**config.mk**
```make
export PLATFORM = sky130hd
export DESIGN_NAME = booth_mac_unit
export DESIGN_NICKNAME = d
export VERILOG_FILES = /design/src/rtl/booth_mac_pkg.sv /design/src/rtl/boothmul.sv /design/src/rtl/booth_mac_unit.sv
export SDC_FILE = /design/constraint.sdc
export NUM_CORES = 1
export LEC_CHECK = 0
export CORE_MARGIN = 3
export CORE_UTILIZATION = 23
export DETAILED_ROUTE_END_ITERATION = 8
export PLACE_DENSITY = 0.38
export REMOVE_ABC_BUFFERS = 1
export SLEW_MARGIN = 20
export SYNTH_ARGS = -nofsm -noshare
export SYNTH_HDL_FRONTEND = slang
export SYNTH_HIERARCHICAL = 1
export SYNTH_SLANG_ARGS = --single-unit
```
**constraint.sdc**
```tcl
create_clock -name clk -period 8.85 [get_ports clk]
set_clock_uncertainty 0.2 [all_clocks]
set_input_delay 1.3275 -clock clk [delete_from_list [all_inputs] [get_ports clk]]
set_output_delay 1.3275 -clock clk [all_outputs]
set_load 0.02 [all_outputs]
```
**src/rtl/booth_mac_pkg.sv**
```systemverilog
// Shared types, widths and the saturating adder used by the Booth multiply-accumulate stage.
package booth_mac_pkg;

   typedef enum logic [1:0] {ACC, DRAIN, OUT} mac_state_t;

   localparam int unsigned OP_W      = 8;
   localparam int unsigned PROD_W    = 16;
   localparam int unsigned SAT_MAX_W = 64;

   // Operands arrive sign-extended to SAT_MAX_W; the result clamps to the signed range of w bits.
   function automatic logic [SAT_MAX_W-1:0] sat_add(input  logic signed [SAT_MAX_W-1:0] a,
                                                    input  logic signed [SAT_MAX_W-1:0] b,
                                                    input  int unsigned                 w,
                                                    output logic                        ovf);
      logic signed [SAT_MAX_W:0] sum;
      logic signed [SAT_MAX_W:0] hi;
      logic signed [SAT_MAX_W:0] lo;
      logic        [SAT_MAX_W:0] one;
      one = {{SAT_MAX_W{1'b0}}, 1'b1};
      sum = {a[SAT_MAX_W-1], a} + {b[SAT_MAX_W-1], b};
      hi  = (one << (w - 1)) - one;
      lo  = ~hi;
      ovf = 1'b0;
      if (sum > hi) begin
         ovf = 1'b1;
         return hi[SAT_MAX_W-1:0];
      end
      if (sum < lo) begin
         ovf = 1'b1;
         return lo[SAT_MAX_W-1:0];
      end
      return sum[SAT_MAX_W-1:0];
   endfunction

endpackage

```
**src/rtl/boothmul.sv**
```systemverilog
// Combinational 8x8 signed radix-4 Booth multiplier producing a 16-bit signed product.
module boothmul
   import booth_mac_pkg::*;
(
   input  logic [OP_W-1:0]   a,
   input  logic [OP_W-1:0]   b,
   output logic [PROD_W-1:0] prod
);

   logic [PROD_W-1:0] a_ext;
   logic [OP_W:0]     b_ext;
   logic [PROD_W-1:0] pp;

   assign a_ext = PROD_W'($signed(a));
   assign b_ext = {b, 1'b0};

   // Each overlapping triplet of the multiplier selects 0, +-a or +-2a, weighted by 4^i.
   always_comb begin
      prod = '0;
      pp   = '0;
      for (int i = 0; i < OP_W / 2; i++) begin
         case (b_ext[2*i +: 3])
            3'b001, 3'b010: pp = a_ext;
            3'b011:         pp = a_ext << 1;
            3'b100:         pp = -(a_ext << 1);
            3'b101, 3'b110: pp = -a_ext;
            default:        pp = '0;
         endcase
         prod = prod + (pp << (2 * i));
      end
   end

endmodule

```
**src/rtl/booth_mac_unit.sv**
```systemverilog
// Packet multiply-accumulate stage: registers operand pairs in front of boothmul and sums
// the products of each packet into a saturating signed accumulator.
module booth_mac_unit
   import booth_mac_pkg::*;
#(
   parameter int unsigned ACC_W = 24,
   parameter int unsigned CNT_W = 8
) (
   input  logic             clk,
   input  logic             rst_n,
   input  logic             in_valid,
   output logic             in_ready,
   input  logic [OP_W-1:0]  in_a,
   input  logic [OP_W-1:0]  in_b,
   input  logic             in_last,
   output logic             out_valid,
   input  logic             out_ready,
   output logic [ACC_W-1:0] out_acc,
   output logic [CNT_W-1:0] out_count,
   output logic             out_sat
);

   mac_state_t state_q, state_d;

   logic [OP_W-1:0]   op_a_q, op_b_q;
   logic              op_last_q, op_valid_q;
   logic [PROD_W-1:0] prod;

   logic signed [ACC_W-1:0] acc_q, acc_d;
   logic [CNT_W-1:0]        cnt_q, cnt_d;
   logic                    sat_q, sat_d;

   logic [ACC_W-1:0] out_acc_q, out_acc_d;
   logic [CNT_W-1:0] out_count_q, out_count_d;
   logic             out_sat_q, out_sat_d;

   logic                    accept;
   logic signed [ACC_W-1:0] sum_clamp;
   logic                    add_ovf;
   logic [CNT_W-1:0]        cnt_inc;

   boothmul u_boothmul (
      .a    (op_a_q),
      .b    (op_b_q),
      .prod (prod)
   );

   assign in_ready  = (state_q == ACC) && rst_n;
   assign accept    = in_valid && in_ready;
   assign out_valid = (state_q == OUT);
   assign out_acc   = out_acc_q;
   assign out_count = out_count_q;
   assign out_sat   = out_sat_q;

   assign cnt_inc = (cnt_q == {CNT_W{1'b1}}) ? cnt_q : cnt_q + 1'b1;

   always_comb begin
      add_ovf   = 1'b0;
      sum_clamp = ACC_W'(sat_add(SAT_MAX_W'(acc_q), SAT_MAX_W'($signed(prod)), ACC_W, add_ovf));
   end

   always_comb begin
      state_d     = state_q;
      acc_d       = acc_q;
      cnt_d       = cnt_q;
      sat_d       = sat_q;
      out_acc_d   = out_acc_q;
      out_count_d = out_count_q;
      out_sat_d   = out_sat_q;

      if (op_valid_q) begin
         acc_d = sum_clamp;
         cnt_d = cnt_inc;
         sat_d = sat_q | add_ovf;
      end

      // Final term: publish the packet and start the next one from zero.
      if (op_valid_q && op_last_q) begin
         out_acc_d   = sum_clamp;
         out_count_d = cnt_inc;
         out_sat_d   = sat_q | add_ovf;
         acc_d       = '0;
         cnt_d       = '0;
         sat_d       = 1'b0;
      end

      case (state_q)
         ACC:     if (accept && in_last) state_d = DRAIN;
         DRAIN:   state_d = OUT;
         OUT:     if (out_ready) state_d = ACC;
         default: state_d = ACC;
      endcase
   end

   always_ff @(posedge clk or negedge rst_n) begin
      if (!rst_n) begin
         state_q     <= ACC;
         op_a_q      <= '0;
         op_b_q      <= '0;
         op_last_q   <= 1'b0;
         op_valid_q  <= 1'b0;
         acc_q       <= '0;
         cnt_q       <= '0;
         sat_q       <= 1'b0;
         out_acc_q   <= '0;
         out_count_q <= '0;
         out_sat_q   <= 1'b0;
      end else begin
         state_q     <= state_d;
         op_valid_q  <= accept;
         if (accept) begin
            op_a_q    <= in_a;
            op_b_q    <= in_b;
            op_last_q <= in_last;
         end
         acc_q       <= acc_d;
         cnt_q       <= cnt_d;
         sat_q       <= sat_d;
         out_acc_q   <= out_acc_d;
         out_count_q <= out_count_d;
         out_sat_q   <= out_sat_d;
      end
   end

endmodule

```
==> impl_results.md <==
- Status: complete, no violations
- Worst reg-to-reg path cell count: 30
- Slowest stage delay, CP: between 0.6 and 0.7 ns
- Crit. path cell count: 30
- Hold Crit Start: out_acc[8]
- Cell taking the most area after synthesis: dfrtp_1
- Top post-synthesis cells by area: dfrtp_1 27%, ha_1 6.7%, a21oi_1 5.7%, fa_1 5.5%, nand2_1 4.5%
- Cts bufs inserted: 9
- Placed instance area: 9100 um2
- Min-Delay Endpoint: out_acc[8]
- Worst slew pin tran: 1.01 ns
- Worst r2r dst: out_acc[15]
- Share of cells above drive strength 1: 9.87%
- Num Clock Sinks: 86
- Hold-critical path depth: 2
- Worst Hold Class: reg2reg
- Detailed Routing Iterations Pass 1: 5
- # IOs: 56
- Initial Util: 23.6%
- Seq/Total Area, Yosys: between 20% and 30%
- Worst R2R Start: op_a_q[0]
- Critical path class: reg2reg
- Drt total wl: 25.5 mm
- Core Footprint: 34000 um2
- Final core utilization: roughly 28%
- CTS max path bufs: 2
- Mapped Avg Cell Area: 8.37 um2
- Fin crit share: 94.5%
- H-tree Lvls: 3
- EDFF count, synth: 0
- CTS tree: built
- Max Slew Vio Count: 0
- Crit-path max FO: 8
- Setup Viol. Count Final: 0
- Slowest stage cell, crit path: or4_1
- Family with the most delay on the worst path: simple AND/OR/NAND/NOR gates
- Commonest cells in the synthesized netlist: 96 x nand2_1, 92 x a21oi_1, 86 x dfrtp_1
- Fill cells: 3662
- Initial drt markers: 383
- Relative slew slack: 32.3%
- DIE AREA: approximately 37000 um2
- Buf/Inv on CP: 4
- Ys Warns: 6
- ANT nets after route: 0
- # DRC: 0
- Worst-Skew Late Latency: 0.36 ns
- # hold bufs at CTS: 0
- Final hold violation count: 0
- Clk slew on worst S/H paths: 0.07 ns
- Most numerous cell in the Yosys netlist: nand2_1
- Wire per inst: 17.6 um
- Fin crit period: 8.36 ns
- Area of the multi-input gates: 5370 um2
- Prevailing post-synth register cell: dfrtp_1
- # rows: 67
- Unique masters post-synth: 82
- Max Fclk: about 0.12 GHz
- DIE HEIGHT: 193 um
- RD Place Congestion: ~0.84
- FF/Latch Area: 2150 um2
- First-pass GRT wire length: 40.6 mm
- Unrepaired setup endpoints after global routing: no
- NumNets Final: 1084
- Final setup TNS: 0 ns
- Maximum number of pins on one net before global-route repair: 55
- Antenna Cells: 0
- Async S/R FF share, synth: 100%
- Area Overhead vs Synth: 17.6%
- Die X: 193 um
- CP endpoint kind: flop
- Reg2Reg Setup Slack: roughly 0.5 ns
- Cell count after synthesis: 959
- All-layer global routing usage: 14.0%
- Synthesized area: around 8000 um2
- Initial antenna violation count: 1
- Design area: 9440 um2
- Number of cells after detailed placement: 1435
- Max-cap violations: 0
- Yosys top cell area share: around 27%
- Post-Layout Cell Count: 1451
- Root Driver: clkbuf_16
- Flops & latches, synth: 86
- Setup crit start kind: flop
- Worst EP required: a little under 9 ns
- Via count: 7081
- PortBufs: 55
- Final HPWL DP: 19.1 mm
- Congestion Overflow GR: 0
- Detail-routed via count per cell: between 4 and 5
- Data arrival time of the critical path: 8.40 ns
- Vias in the first global route: 7054
## repair_timing
action	CTS	global route
setup endpoints to repair	0	40
resized for setup	0	4
buffers inserted	0	0
## per-layer routing
metal	vias to the layer above	share of wire (%)	GRT usage [%]	wire, um
met5	-	0	0	0
met4	0	1.9	3.87	490
met3	30	3.1	2.02	804
met2	126	45	21.8	11400
met1	3414	50	20.0	12800
li1	3511	-	-	-
## cell usage in the layout, fill, tap and decap left out, types with 13 or more instances in the layout
master / instances
xor2_1: 17
dfrtp_1: 86
o2bb2ai_1: 24
fa_1: 22
mux2_2: 22
nor2_1: 76
a21o_1: 26
nand2_1: 95
clkdlybuf4s50_1: 54
nor3_1: 13
a211oi_1: 14
o21ai_0: 64
nand3_1: 17
xnor2_1: 30
inv_1: 57
nand2b_1: 14
a21oi_1: 92
buf_4: 38
ha_1: 43
## per-stage QoR
step	setup WS [ns]	hold slack, ns
finish	0.487	0.275
global placement	0.479	0.269
global route	0.0240	0.305
detailed placement	0.357	0.270
CTS	0.346	0.285
floorplan	0.638	0.259
## state kept, by name, summed over array words and instances, names as in the netlist, 2 cells and up
signal     cells
acc_q         24
cnt_q          8
op_a_q         8
op_b_q         8
out_acc       24
out_count      8
state_q        2
## tightest hold or removal path, delay by kind of cell, from the launching register on
kind / cells / cell delay, ns
flops: 1 / 0.34
compound gates: 1 / 0.06
simple gates: 1 / 0.04
## logic make-up (layout without fill, tap and decap cells)
| kind of cell | after synthesis | count (layout) | synth area share, % |
|---|---|---|---|
| buf+inv | 124 | 168 | 6.70 |
| fa+ha+maj | 66 | 66 | 12.3 |
| compound gates | 332 | 332 | 27.9 |
| mux | 34 | 34 | 5.05 |
| xor+xnor | 50 | 50 | 5.72 |
| flops | 86 | 86 | 26.8 |
| simple gates | 267 | 267 | 15.5 |
## final cells by class
type / count / area share, %
Sequential cell: 86 / 22.8
Clock buffer: 10 / 2.53
Tap cell: 448 / 5.94
Clock inverter: 6 / 0.716
Inverter: 60 / 2.39
Timing Repair Buffer: 92 / 8.75
Multi-Input combinational cell: 749 / 56.9
## worst max-delay path by stage
stage / startpoint / to / slack [ns]
final: op_a_q[0] / out_acc[15] / 0.49
after global routing: op_a_q[0] / out_acc[12] / 0.02
after CTS: op_a_q[0] / out_acc[20] / 0.35
after detailed placement: op_a_q[0] / out_acc[20] / 0.36
after global placement: op_a_q[3] / out_acc[20] / 0.48
after floorplan: op_a_q[0] / out_acc[15] / 0.64
Power is left out: the tool's default activity adds up to more than one toggle a clock period on the data nets, which glitch-free logic cannot reach.
